--- src/rtl/pixmap_pkg.sv ---
// ----------------------------------------------------------------------------
// pixmap_pkg
// Shared definitions for the 2x2 box-filter downscaler.
//   - default source geometry and the derived destination geometry
//   - address widths of the source and destination memories
//   - scheduler state type
// Build option: DOWNSCALE_ROUND_EN (used by block_avg4) selects a rounded
// average. Without it the average is truncated.
// ----------------------------------------------------------------------------
package pixmap_pkg;

    localparam int unsigned SRC_W_DEF  = 320;
    localparam int unsigned SRC_H_DEF  = 240;

    localparam int unsigned DST_W      = SRC_W_DEF / 2;
    localparam int unsigned DST_H      = SRC_H_DEF / 2;
    localparam int unsigned DST_PIXELS = DST_W * DST_H;

    localparam int unsigned SRC_ADDR_W = 17;
    localparam int unsigned DST_ADDR_W = 15;

    // F0..F3 present the four source addresses of a block.
    // F1..F4 capture the four returned pixels (one-cycle read latency).
    typedef enum logic [2:0] {
        ST_IDLE,
        ST_F0,
        ST_F1,
        ST_F2,
        ST_F3,
        ST_F4,
        ST_WR,
        ST_DONE
    } sched_state_t;

endpackage

--- src/rtl/block_avg4.sv ---
// ----------------------------------------------------------------------------
// block_avg4
// Combinational average of a 2x2 pixel block.
// Ports:
//   p0..p3 : four 8-bit pixels of the block
//   avg    : 8-bit average
// Build option: DOWNSCALE_ROUND_EN defined  -> avg = (sum + 2) >> 2
//               DOWNSCALE_ROUND_EN undefined -> avg = sum >> 2
// The 10-bit sum holds 4 * 255 = 1020, and sum + 2 <= 1022, so neither
// form can overflow.
// ----------------------------------------------------------------------------
module block_avg4
    import pixmap_pkg::*;
(
    input  logic [7:0] p0,
    input  logic [7:0] p1,
    input  logic [7:0] p2,
    input  logic [7:0] p3,
    output logic [7:0] avg
);

    logic [9:0] sum;
    logic [9:0] biased;

    always_comb begin
        sum = 10'(p0) + 10'(p1) + 10'(p2) + 10'(p3);
`ifdef DOWNSCALE_ROUND_EN
        biased = sum + 10'd2;
`else
        biased = sum;
`endif
        avg = biased[9:2];
    end

endmodule

--- src/rtl/downscale_sched.sv ---
// ----------------------------------------------------------------------------
// downscale_sched
// Scheduler for a 2x2 box-filter downscale of one frame. It reads four source
// pixels per destination pixel from a synchronous one-cycle-latency memory,
// averages them and writes one destination pixel. The rate is 6 cycles per
// output pixel.
// Ports:
//   clk        : clock, rising edge
//   rst        : asynchronous reset, active low
//   start      : starts one pass; accepted only in IDLE, whatever enable is
//   enable     : 1 = advance, 0 = freeze (IDLE still accepts start)
//   busy       : pass in progress (F0..WR)
//   done       : one-cycle pulse after the final write
//   src_addr   : registered source read address
//   src_q      : source read data, valid one cycle after src_addr
//   dst_addr   : destination write address (= pix_count)
//   dst_data   : 2x2 block average
//   dst_we     : destination write strobe, only in WR with enable high
//   pix_count  : output pixels written in the current pass
// Build option: DOWNSCALE_ROUND_EN selects the rounded average in block_avg4.
// Timing is the same in both builds.
// ----------------------------------------------------------------------------
module downscale_sched
    import pixmap_pkg::*;
#(
    parameter int unsigned SRC_W = SRC_W_DEF,
    parameter int unsigned SRC_H = SRC_H_DEF
) (
    input  logic                  clk,
    input  logic                  rst,
    input  logic                  start,
    input  logic                  enable,
    output logic                  busy,
    output logic                  done,
    output logic [SRC_ADDR_W-1:0] src_addr,
    input  logic [7:0]            src_q,
    output logic [DST_ADDR_W-1:0] dst_addr,
    output logic [7:0]            dst_data,
    output logic                  dst_we,
    output logic [DST_ADDR_W-1:0] pix_count
);

    localparam int unsigned ROW_BLKS = SRC_W / 2;
    localparam int unsigned NPIX     = (SRC_W / 2) * (SRC_H / 2);

    localparam logic [DST_ADDR_W-1:0] LAST_PIX = DST_ADDR_W'(NPIX - 1);
    localparam logic [DST_ADDR_W-1:0] LAST_X   = DST_ADDR_W'(ROW_BLKS - 1);

    localparam logic [SRC_ADDR_W-1:0] OFF_R    = SRC_ADDR_W'(1);
    localparam logic [SRC_ADDR_W-1:0] OFF_D    = SRC_ADDR_W'(SRC_W);
    localparam logic [SRC_ADDR_W-1:0] OFF_DR   = SRC_ADDR_W'(SRC_W + 1);
    localparam logic [SRC_ADDR_W-1:0] STEP_BLK = SRC_ADDR_W'(2);
    localparam logic [SRC_ADDR_W-1:0] STEP_ROW = SRC_ADDR_W'(SRC_W + 2);

    sched_state_t state;
    sched_state_t state_nxt;

    logic [SRC_ADDR_W-1:0] base;
    logic [SRC_ADDR_W-1:0] addr_q;
    logic [DST_ADDR_W-1:0] x_cnt;
    logic [DST_ADDR_W-1:0] pix_q;
    logic [7:0]            p0;
    logic [7:0]            p1;
    logic [7:0]            p2;
    logic [7:0]            p3;

    // Read-data skid. During a freeze the memory keeps being read at the
    // held address. That address already points at the next pixel, so src_q
    // loses the value that is still waiting to be captured. The value is
    // saved on the first frozen cycle and used in place of src_q on resume.
    logic                  stall_d;
    logic [7:0]            q_sav;
    logic [7:0]            q_eff;

    logic                  advance;
    logic                  wr_slot;
    logic                  last_pix;
    logic                  row_end;

    assign advance  = enable || (state == ST_IDLE);
    assign last_pix = (pix_q == LAST_PIX);
    assign row_end  = (x_cnt == LAST_X);
    assign q_eff    = stall_d ? q_sav : src_q;

    // ------------------------------------------------------------------
    // State register
    // ------------------------------------------------------------------
    always_ff @(posedge clk or negedge rst) begin
        if (!rst) begin
            state <= ST_IDLE;
        end else begin
            state <= state_nxt;
        end
    end

    // ------------------------------------------------------------------
    // Next state and decoded outputs
    // ------------------------------------------------------------------
    always_comb begin
        state_nxt = state;
        done      = 1'b0;
        wr_slot   = 1'b0;
        unique case (state)
            ST_IDLE: if (start) state_nxt = ST_F0;
            ST_F0:   state_nxt = ST_F1;
            ST_F1:   state_nxt = ST_F2;
            ST_F2:   state_nxt = ST_F3;
            ST_F3:   state_nxt = ST_F4;
            ST_F4:   state_nxt = ST_WR;
            ST_WR: begin
                wr_slot   = 1'b1;
                state_nxt = last_pix ? ST_DONE : ST_F0;
            end
            ST_DONE: begin
                done      = 1'b1;
                state_nxt = ST_IDLE;
            end
            default: state_nxt = ST_IDLE;
        endcase
        if (!advance) begin
            state_nxt = state;
        end
    end

    assign busy = (state != ST_IDLE) && (state != ST_DONE);

    // ------------------------------------------------------------------
    // Datapath
    // src_addr is registered. It is loaded on the edge that enters each
    // fetch state, so it shows B / B+1 / B+W / B+W+1 during F0..F3.
    // ------------------------------------------------------------------
    always_ff @(posedge clk or negedge rst) begin
        if (!rst) begin
            base   <= '0;
            addr_q <= '0;
            x_cnt  <= '0;
            pix_q  <= '0;
            p0     <= '0;
            p1     <= '0;
            p2     <= '0;
            p3     <= '0;
        end else if (advance) begin
            unique case (state)
                ST_IDLE: begin
                    if (start) begin
                        base   <= '0;
                        addr_q <= '0;
                        x_cnt  <= '0;
                        pix_q  <= '0;
                    end
                end
                ST_F0: addr_q <= base + OFF_R;
                ST_F1: begin
                    p0     <= q_eff;
                    addr_q <= base + OFF_D;
                end
                ST_F2: begin
                    p1     <= q_eff;
                    addr_q <= base + OFF_DR;
                end
                ST_F3: p2 <= q_eff;
                ST_F4: p3 <= q_eff;
                ST_WR: begin
                    pix_q <= pix_q + 1'b1;
                    if (row_end) begin
                        // Skip the second source row of this block row.
                        x_cnt  <= '0;
                        base   <= base + STEP_ROW;
                        addr_q <= base + STEP_ROW;
                    end else begin
                        x_cnt  <= x_cnt + 1'b1;
                        base   <= base + STEP_BLK;
                        addr_q <= base + STEP_BLK;
                    end
                end
                ST_DONE: ;
                default: ;
            endcase
        end
    end

    always_ff @(posedge clk or negedge rst) begin
        if (!rst) begin
            stall_d <= 1'b0;
            q_sav   <= '0;
        end else begin
            stall_d <= (state != ST_IDLE) && !enable;
            if (!enable && !stall_d) begin
                q_sav <= src_q;
            end
        end
    end

    block_avg4 u_avg (
        .p0  (p0),
        .p1  (p1),
        .p2  (p2),
        .p3  (p3),
        .avg (dst_data)
    );

    assign src_addr  = addr_q;
    assign pix_count = pix_q;
    assign dst_addr  = pix_q;
    assign dst_we    = wr_slot && enable;

endmodule

--- config.mk ---
export PLATFORM = sky130hd
export DESIGN_NAME = downscale_sched
export DESIGN_NICKNAME = d
export VERILOG_FILES = /design/src/rtl/pixmap_pkg.sv /design/src/rtl/block_avg4.sv /design/src/rtl/downscale_sched.sv
export SDC_FILE = /design/constraint.sdc
export NUM_CORES = 1
export LEC_CHECK = 0
export CORE_MARGIN = 5
export CORE_UTILIZATION = 44
export DETAILED_ROUTE_END_ITERATION = 12
export DONT_BUFFER_PORTS = 1
export GPL_ROUTABILITY_DRIVEN = 0
export GPL_TIMING_DRIVEN = 0
export PLACE_DENSITY = 0.63
export SYNTH_ARGS = -nofsm -noshare
export SYNTH_HDL_FRONTEND = slang
export SYNTH_SLANG_ARGS = --single-unit
--- constraint.sdc ---
create_clock -name clk -period 4.4 [get_ports clk]
set_clock_uncertainty 0.1 [all_clocks]
set_input_delay 0.88 -clock clk [delete_from_list [all_inputs] [get_ports clk]]
set_output_delay 0.88 -clock clk [all_outputs]
set_load 0.1 [all_outputs]
After elaboration in Yosys (flattened, before gate mapping)
Index checks and enable logic that the tools add are counted.
{"block": "word_totals", "register_bits": 108, "in_bits": 12, "out_inout_bits": 58, "word_cells": 64}
{"block": "classes", "addsub": 10, "n_eq_ne": 11, "n_mux": 14, "reduce_logical": 18}
{"op": "17-bit case mux with 5 select lines", "count": 1}
{"op": "15-bit case mux with 2 select lines", "count": 2}
{"op": "17-bit by 9-bit adder with 17-bit output (second input constant)", "count": 3}
{"op": "17-bit two-way mux", "count": 2}
{"op": "17-bit case mux with 2 select lines", "count": 1}
{"op": "15-bit by 1-bit adder with 15-bit output (second input constant)", "count": 2}
{"op": "15-bit two-way mux", "count": 2}
{"op": "3-bit case mux with 8 select lines", "count": 1}
{"op": "10-bit by 8-bit adder with 10-bit output", "count": 2}
{"op": "17-bit by 1-bit adder with 17-bit output (second input constant)", "count": 1}
{"op": "17-bit by 2-bit adder with 17-bit output (second input constant)", "count": 1}
{"op": "15-bit == test (second input constant)", "count": 1}
{"op": "15-bit by 8-bit == test with 1-bit output (second input constant)", "count": 1}
{"op": "3-bit == test (second input constant)", "count": 4}
{"op": "2-bit AND reduction", "count": 5}
{"op": "8-bit by 8-bit adder with 9-bit output", "count": 1}
{"op": "8-bit two-way mux", "count": 1}
{"op": "3-bit by 2-bit == test with 1-bit output (second input constant)", "count": 2}
{"op": "3-bit two-way mux", "count": 2}
{"op": "3-bit AND reduction", "count": 2}
{"op": "5-bit nonzero test", "count": 1}
{"op": "1-bit logical AND", "count": 4}
{"op": "3-bit by 1-bit == test with 1-bit output (second input constant)", "count": 1}
{"op": "3-bit logical NOT", "count": 1}
{"op": "other kinds (7)", "count": 9}

Longest topological paths before layout
Gate-level depths: netlist of run 1.
{"block": "depth", "ltp_word": 3, "mapped_depth": 16, "depth_no_buf": 16}

Modules after synthesis
A second synthesis of run 1 with hierarchy kept.
{"block": "hier_totals", "hier_cells": 695, "hier_area_um2": 6323.6}
{"module": "downscale_sched", "n_inst": 1, "cells_each": 597, "area_each_um2": 5547.8, "seq_area_each_um2": 2677.6}
{"module": "block_avg4", "n_inst": 1, "cells_each": 98, "area_each_um2": 775.7, "seq_area_each_um2": 0.0}

Worst setup path before layout of run 1
No wires, ideal clock.
{"block": "synth_timing", "path_kind": "register to output", "startpoint": "reg p0[0]", "endpoint": "out dst_data[6]", "arrival_time_ns": 4.372, "required_time_ns": 3.420, "setup_slack_ns": -0.952, "stages_incl_launch_ff": 16, "path_buffers": 0, "cell_sequence": "dfrtp_1 -> ha_1 -> inv_1 -> fa_1 -> nor2b_1 -> o21ai_0 -> a21boi_0 -> o31ai_1 -> a21bo_2 -> fa_1 -> inv_1 -> ha_1 -> and3_1 -> a211o_1 -> a21oi_1 -> xnor2_1"}
{"block": "synth_between", "elab_chain_cells": 3}
{"item": "start: declaration", "line_no": "downscale_sched.sv:62", "source": "logic [7:0] p0;"}
{"item": "start signal: assignment", "line_no": "downscale_sched.sv:154", "source": "p0 <= q_eff;"}
{"item": "8-bit by 8-bit adder with 9-bit output", "line_no": "block_avg4.sv:26", "source": "sum = 10'(p0) + 10'(p1) + 10'(p2) + 10'(p3);"}
{"item": "10-bit by 8-bit adder with 10-bit output (2 in a row)", "line_no": "block_avg4.sv:26"}
{"item": "end: declaration", "line_no": "downscale_sched.sv:38", "source": "output logic [7:0] dst_data,"}
Every way passes these cells.

Worst setup path in the final report of run 1
{"block": "layout_timing", "startpoint": "reg p1[0]", "endpoint": "out dst_data[6]"}
{"block": "layout_between", "elab_chain_cells": 3}
{"item": "start: declaration", "line_no": "downscale_sched.sv:63", "source": "logic [7:0] p1;"}
{"item": "start signal: assignment", "line_no": "downscale_sched.sv:158", "source": "p1 <= q_eff;"}
{"item": "8-bit by 8-bit adder with 9-bit output", "line_no": "block_avg4.sv:26"}
{"item": "10-bit by 8-bit adder with 10-bit output (2 in a row)", "line_no": "block_avg4.sv:26"}
Every way passes these cells.

==> impl_metrics.csv, run 1 <==
group,metric,value,unit
setup_path,r2r-end,"src_addr[10]",
setup_path,start_kind,"flop",
routing,routed_wl,16.28,mm
routing,post-route-drc-count,0,
setup_path,path_max_fanout,5,
sta,timing_hold_violations_final,0,
clock_tree,clockBufferDepth,2,
clock_tree,cts_tree,"yes",
finish,areaGrowthSynthToFinish,13.71,%
synthesis,synth_ff_type,"dfrtp_1",
synthesis,syn-num-nets,767,
sta,slew_violations,0,
outcome,status,"finished, violations left",
sta,whs,128.8,ps
floorplan,rows,44,
global_route,antenna_found_initial,0,
clock_tree,htree_num_levels,3,
sta,period_share,108.8,%
setup_path,critical_path_class,"reg2out",
floorplan,die_w,131.2,um
routing,via_per_inst,5.833,
global_route,track_usage,19.12,%
synthesis,synth_area,0.006464,sq mm
clock_tree,root_buffer,"clkbuf_16",
floorplan,die_area,0.01721,sq mm
setup_path,critPathCaptureType,"primary output",
clock_tree,numCtsBuffers,9,
sta,setup_violations,6,
place,hpwl,11.66,mm
synthesis,yosysTopAreaCell,"dfrtp_1",
synthesis,synth-async-reset-ratio,100.0,%
setup_path,r2r_start,"state[2]",
clock_tree,cts_sinks,107,
synthesis,synthCells,722,
setup_path,reg2reg_setup_slack,710,ps
routing,drtIter0Drc,456,
finish,fill_cells,1314,
floorplan,io_pins,70,
clock_tree,insertion_delay,350,ps
synthesis,synth-seq-cells,107,
global_route,grt_max_degree,108,
routing,ant_nets,0,
clock_tree,clkTransAtPathRegs,70,ps
synthesis,yosysUniqueCellTypes,67,
job,cap_violations,0,
floorplan,core_area,0.01448,sq mm
min_path,hold_class,"in2async",
setup_path,rr_worst_depth,10,
sta,worst_slack,-387.3,ps
sta,rsz0062_at_grt,"true",
finish,antenna_cells,0,
synthesis,synth_area_leaders,"dfrtp_1, o21ai_0, ha_1",
sta,period_minus_slack,4787,ps
synthesis,yosysTopAreaCellShare,41.42,%
floorplan,initial_core_util,44.64,%
synthesis,ys_seq_area_share,41.42,%
outcome,violations,"setup timing",
sta,relSlewSlack,12.36,%
sta,tightest_slew,1312,ps
routing,vias,5442,
finish,layout-drive-gt1-share,12.82,%
finish,fin_nets,790,
setup_path,worstPathArrival,3810,ps
routing,wl_per_cell,17.44,um
floorplan,die_height,131.2,um
global_route,grt_overflow,0,
global_route,grt_pass1_wl,27.67,mm
sta,max_freq,0.2089,GHz
synthesis,yosysWarningCount,0,
synthesis,synth_area_per_cell,8.952,sq um
setup_path,required,3420,ps
global_route,first_global_vias,5348,
routing,firstDrtPassIters,5,
synthesis,synth_edf_count,0,
place,port_buffers,0,
place,dp_slack,-577.7,ps
[timing repair]
action | in CTS | in global routing
buffers inserted | 8 | 4
pin swaps | 14 | 10
setup endpoints to repair | 7 | 7
hold buffers | 0 | 0
resized for setup | 26 | 20
[worst max-delay path by stage]
stage               start           to  cells past startpoint
floorplan           p0[0]  dst_data[6]                     15
global placement    p0[0]  dst_data[6]                     15
detailed placement  p1[0]  dst_data[6]                     15
CTS                 p1[0]  dst_data[6]                     15
global route        p1[0]  dst_data[6]                     15
finish              p1[0]  dst_data[6]                     15
[layout by cell type, fill, tap and decap left out, types with 6 or more instances in the layout]
master       n
dfrtp_1    107
nand2_1     66
o21ai_0     60
nor2_1      57
a21oi_1     48
inv_1       41
clkbuf_1    34
nand3_1     27
buf_4       24
ha_1        19
xor2_1      18
and3_1      14
nor3_1      14
nand4_1     12
a31oi_1     11
mux2i_1     11
mux2_2       9
clkbuf_16    9
a22o_1       8
xnor2_1      7
fa_1         7
o211ai_1     6
a21o_1       6
[cell type report]
type                       instances  area, sq um  area share (%)
multi-input combinational        518         3641           49.54
clock inverter                     3        15.01          0.2043
clock buffer                      12        246.5           3.354
sequential                       107         2678           36.43
timing repair buffer              12        101.3           1.379
inverter                          44        165.2           2.247
tap                              184        230.2           3.132
buffer                            53        272.8           3.711
[cells in the mapped netlist, types with 3 or more instances]
master    instances
and4_1            5
nor4_1            5
buf_4            15
a21o_1            6
mux2i_1          11
nand2_1          67
a211o_1           3
o22ai_1           4
mux2_2            9
nand3_1          27
nor2b_1           3
clkbuf_1         32
o31ai_1           6
nand2b_1          4
o211ai_1          6
fa_1              9
a22o_1            8
dfrtp_1         107
a21oi_1          55
a31oi_1          11
nand4_1          12
nor3_1           14
inv_1            44
or3_1             5
and3_1           14
o21bai_1          3
and2_1            5
a22oi_1           5
xor2_1           21
ha_1             24
o21ai_0          65
xnor2_1          12
nor2_1           58
[flip-flops by register name, summed over array words and instances (netlist names)]
signal    count
src_addr     17
base         16
dst_addr     15
x_cnt        15
p0            8
p1            8
p2            8
p3            8
q_sav         8
state         3
stall_d       1
[metrics by stage]
| stage | util [%] | setup TNS (ps) | instances | cell area, sq um |
|---|---|---|---|---|
| after floorplan | - | -249.2 | 722 | 6554 |
| after global placement | 46.85 | -877.1 | 906 | 6784 |
| after detailed placement | 46.87 | -1232 | 906 | 6787 |
| after CTS | 49.96 | -2048 | 929 | 7233 |
| after global routing | 50.76 | -2425 | 933 | 7350 |
| final | 50.76 | -1426 | 933 | 7350 |
[cell families (layout without fill, tap and decap cells)]
logic type,Yosys count,after routing,share of synthesized area (%)
xor+xnor,33,33,4.472
buf+inv,97,124,6.775
mux,20,20,3.272
fa+ha+maj,33,33,7.433
compound gates,196,196,18.74
flops,107,107,41.42
simple gates,236,236,17.89
[routing by layer]
metal | GRT usage, % | vias to the layer above | wire, um
li1 | - | 2591 | -
met3 | 3.976 | 25 | 1218
met2 | 28.44 | 204 | 7283
met1 | 27.69 | 2622 | 7427
met5 | 0 | - | 0
met4 | 6.813 | 0 | 347
[worst max-delay path: stages, from the launching register on]
cell and delay, ps:
dfrtp_1 370, ha_2 200, inv_2 40, fa_2 360, nor2b_2 130, o21ai_2 80, a21boi_2 200, o21ai_1 80
a21bo_2 210, fa_1 490, inv_2 50, ha_4 280, and3_1 150, a211o_1 160, a21oi_4 80, xnor2_4 590
Power of run 1 is left out: the tool's default activity adds up to more than one toggle a clock period on the data nets, which glitch-free logic cannot reach.
==> run 2: changes to the inputs <==
CORE_UTILIZATION = 40   (was 44)
CTS_CLUSTER_DIAMETER = 120   (was default)
PLACE_DENSITY = 0.58   (was 0.63)
==> impl_metrics.csv, run 2 (synthesis gave the netlist of run 1 again) <==
group,metric,value,unit
sta,timing_hold_violations_final,0,
clock_tree,root_buffer,"clkbuf_16",
setup_path,max_stage_delay,590,ps
sta,slew_violations,0,
routing,ant_nets,0,
clock_tree,htree_num_levels,3,
finish,layout-drive-gt1-share,10.99,%
global_route,grt_pass1_wl,27.45,mm
outcome,status,"finished, violations left",
sta,worst_slack,-437.8,ps
floorplan,rows,46,
floorplan,die_height,137.1,um
routing,via_per_inst,5.589,
setup_path,rr_worst_depth,10,
clock_tree,insertion_delay,350,ps
place,port_buffers,0,
floorplan,core_area,0.01589,sq mm
finish,final_cell_mix,"dfrtp_1, nand2_1, o21ai_0, nor2_1, a21oi_1",
routing,drtIter0Drc,498,
floorplan,die_area,0.01880,sq mm
job,cap_violations,0,
routing,post-route-drc-count,0,
setup_path,critical_path.cell_chain,"ha_2 -> inv_2 -> fa_2 -> nor2b_1 -> o21ai_1 -> a21boi_1 -> o31ai_1 -> a21bo_2 -> fa_1 -> inv_2 -> ha_4 -> and3_1 -> a211o_1 -> a21oi_4 -> xnor2_4",
clock_tree,clockBufferDepth,2,
floorplan,initial_core_util,40.69,%
min_path,hold_class,"in2async",
sta,relSlewSlack,11.88,%
floorplan,die_w,137.1,um
setup_path,path_buf_inv,2,
setup_path,critPathCaptureType,"primary output",
clock_tree,numCtsBuffers,9,
setup_path,required,3420,ps
routing,wl_per_cell,17.18,um
setup_path,start_kind,"flop",
clock_tree,cts_tree,"yes",
place,dp_slack,-572.1,ps
sta,tightest_slew,1319,ps
sta,rsz0062_at_grt,"true",
setup_path,crit_top_cell,"inv_2",
clock_tree,postCtsHoldBufs,0,
setup_path,cp-startpoint,"p1[0]",
setup_path,r2r-end,"src_addr[10]",
sta,setup_tns,-1849,ps
place,hpwl,12.13,mm
sta,period_minus_slack,4838,ps
routing,routed_wl,16.52,mm
finish,largest_register_ffs,17,
floorplan,io_pins,70,
global_route,track_usage,18.51,%
setup_path,reg2reg_setup_slack,670,ps
finish,areaGrowthSynthToFinish,12.81,%
finish,antenna_cells,0,
setup_path,r2r_start,"state[2]",
sta,max_freq,0.2067,GHz
finish,final_common_cell,"dfrtp_1",
global_route,first_global_vias,5325,
clock_tree,clkTransAtPathRegs,70,ps
setup_path,critical_path_class,"reg2out",
setup_path,worstPathArrival,3860,ps
setup_path,path_max_fanout,5,
routing,vias,5377,
finish,fin_nets,786,
sta,setup_violations,6,
setup_path,cp_slowest_cell,"xnor2_4",
global_route,grt_max_degree,108,
outcome,violations,"setup timing",
routing,firstDrtPassIters,5,
clock_tree,cts_sinks,107,
global_route,grt_overflow,0,
sta,period_share,110.0,%
global_route,antenna_found_initial,0,
setup_path,crit_family,"adder cells",
-- run 2: cell types whose count changed in the layout (fill, tap and decap cells not counted), sizes merged --
cell / previous run / this run
clkinvlp: 0 / 1
clkinv: 3 / 2
buf: 33 / 29
bufinv: 0 / 1
-- run 2: what timing repair did --
| item | CTS | global route |
|---|---|---|
| resized for setup | 21 | 3 |
| pin swaps | 13 | 7 |
| setup endpoints to repair | 7 | 6 |
| setup buffers | 8 | 1 |
-- run 2: worst max path at each step --
stage | end | slack, ps | depth (start not counted)
global placement | dst_data[6] | -470 | 15
floorplan | dst_data[6] | -250 | 15
CTS | dst_data[6] | -520 | 15
detailed placement | dst_data[6] | -570 | 15
global route | dst_data[6] | -640 | 15
finish | dst_data[6] | -440 | 15
-- run 2: final cells by class --
cell class | instances | area (sq um)
flip-flops and latches | 107 | 2678
fillers | 1537 | 8593
well taps | 216 | 270.3
multi-input cells | 518 | 3528
clock inverters | 4 | 47.55
inverters | 44 | 165.2
repair buffers | 8 | 63.81
plain buffers | 53 | 272.8
clock buffers | 12 | 266.5
-- run 2: layer usage --
metal  vias to the layer above  routed length, um  part of all wire [%]  global-route usage (%)
li1                       2582                  -                     -                       -
met1                      2598               7728                    47                   25.30
met2                       176               7395                    45                   29.16
met3                        21               1064                   6.4                   3.824
met4                         0                336                   2.0                   6.596
met5                         -                  0                     0                       0
-- run 2: through the flow --
stage          area, sq um  util (%)  hold WS, ps  std cells
3_3_place_gp          6824     42.96        363.5        938
5_1_grt               7292     45.90        98.16        962
4_1_cts               7282     45.84        109.5        962
6_report              7292     45.90        125.5        962
2_1_floorplan         6554         -        349.8        722
3_5_place_dp          6827     42.97        371.4        938
Power of run 2 is left out for the same reason.
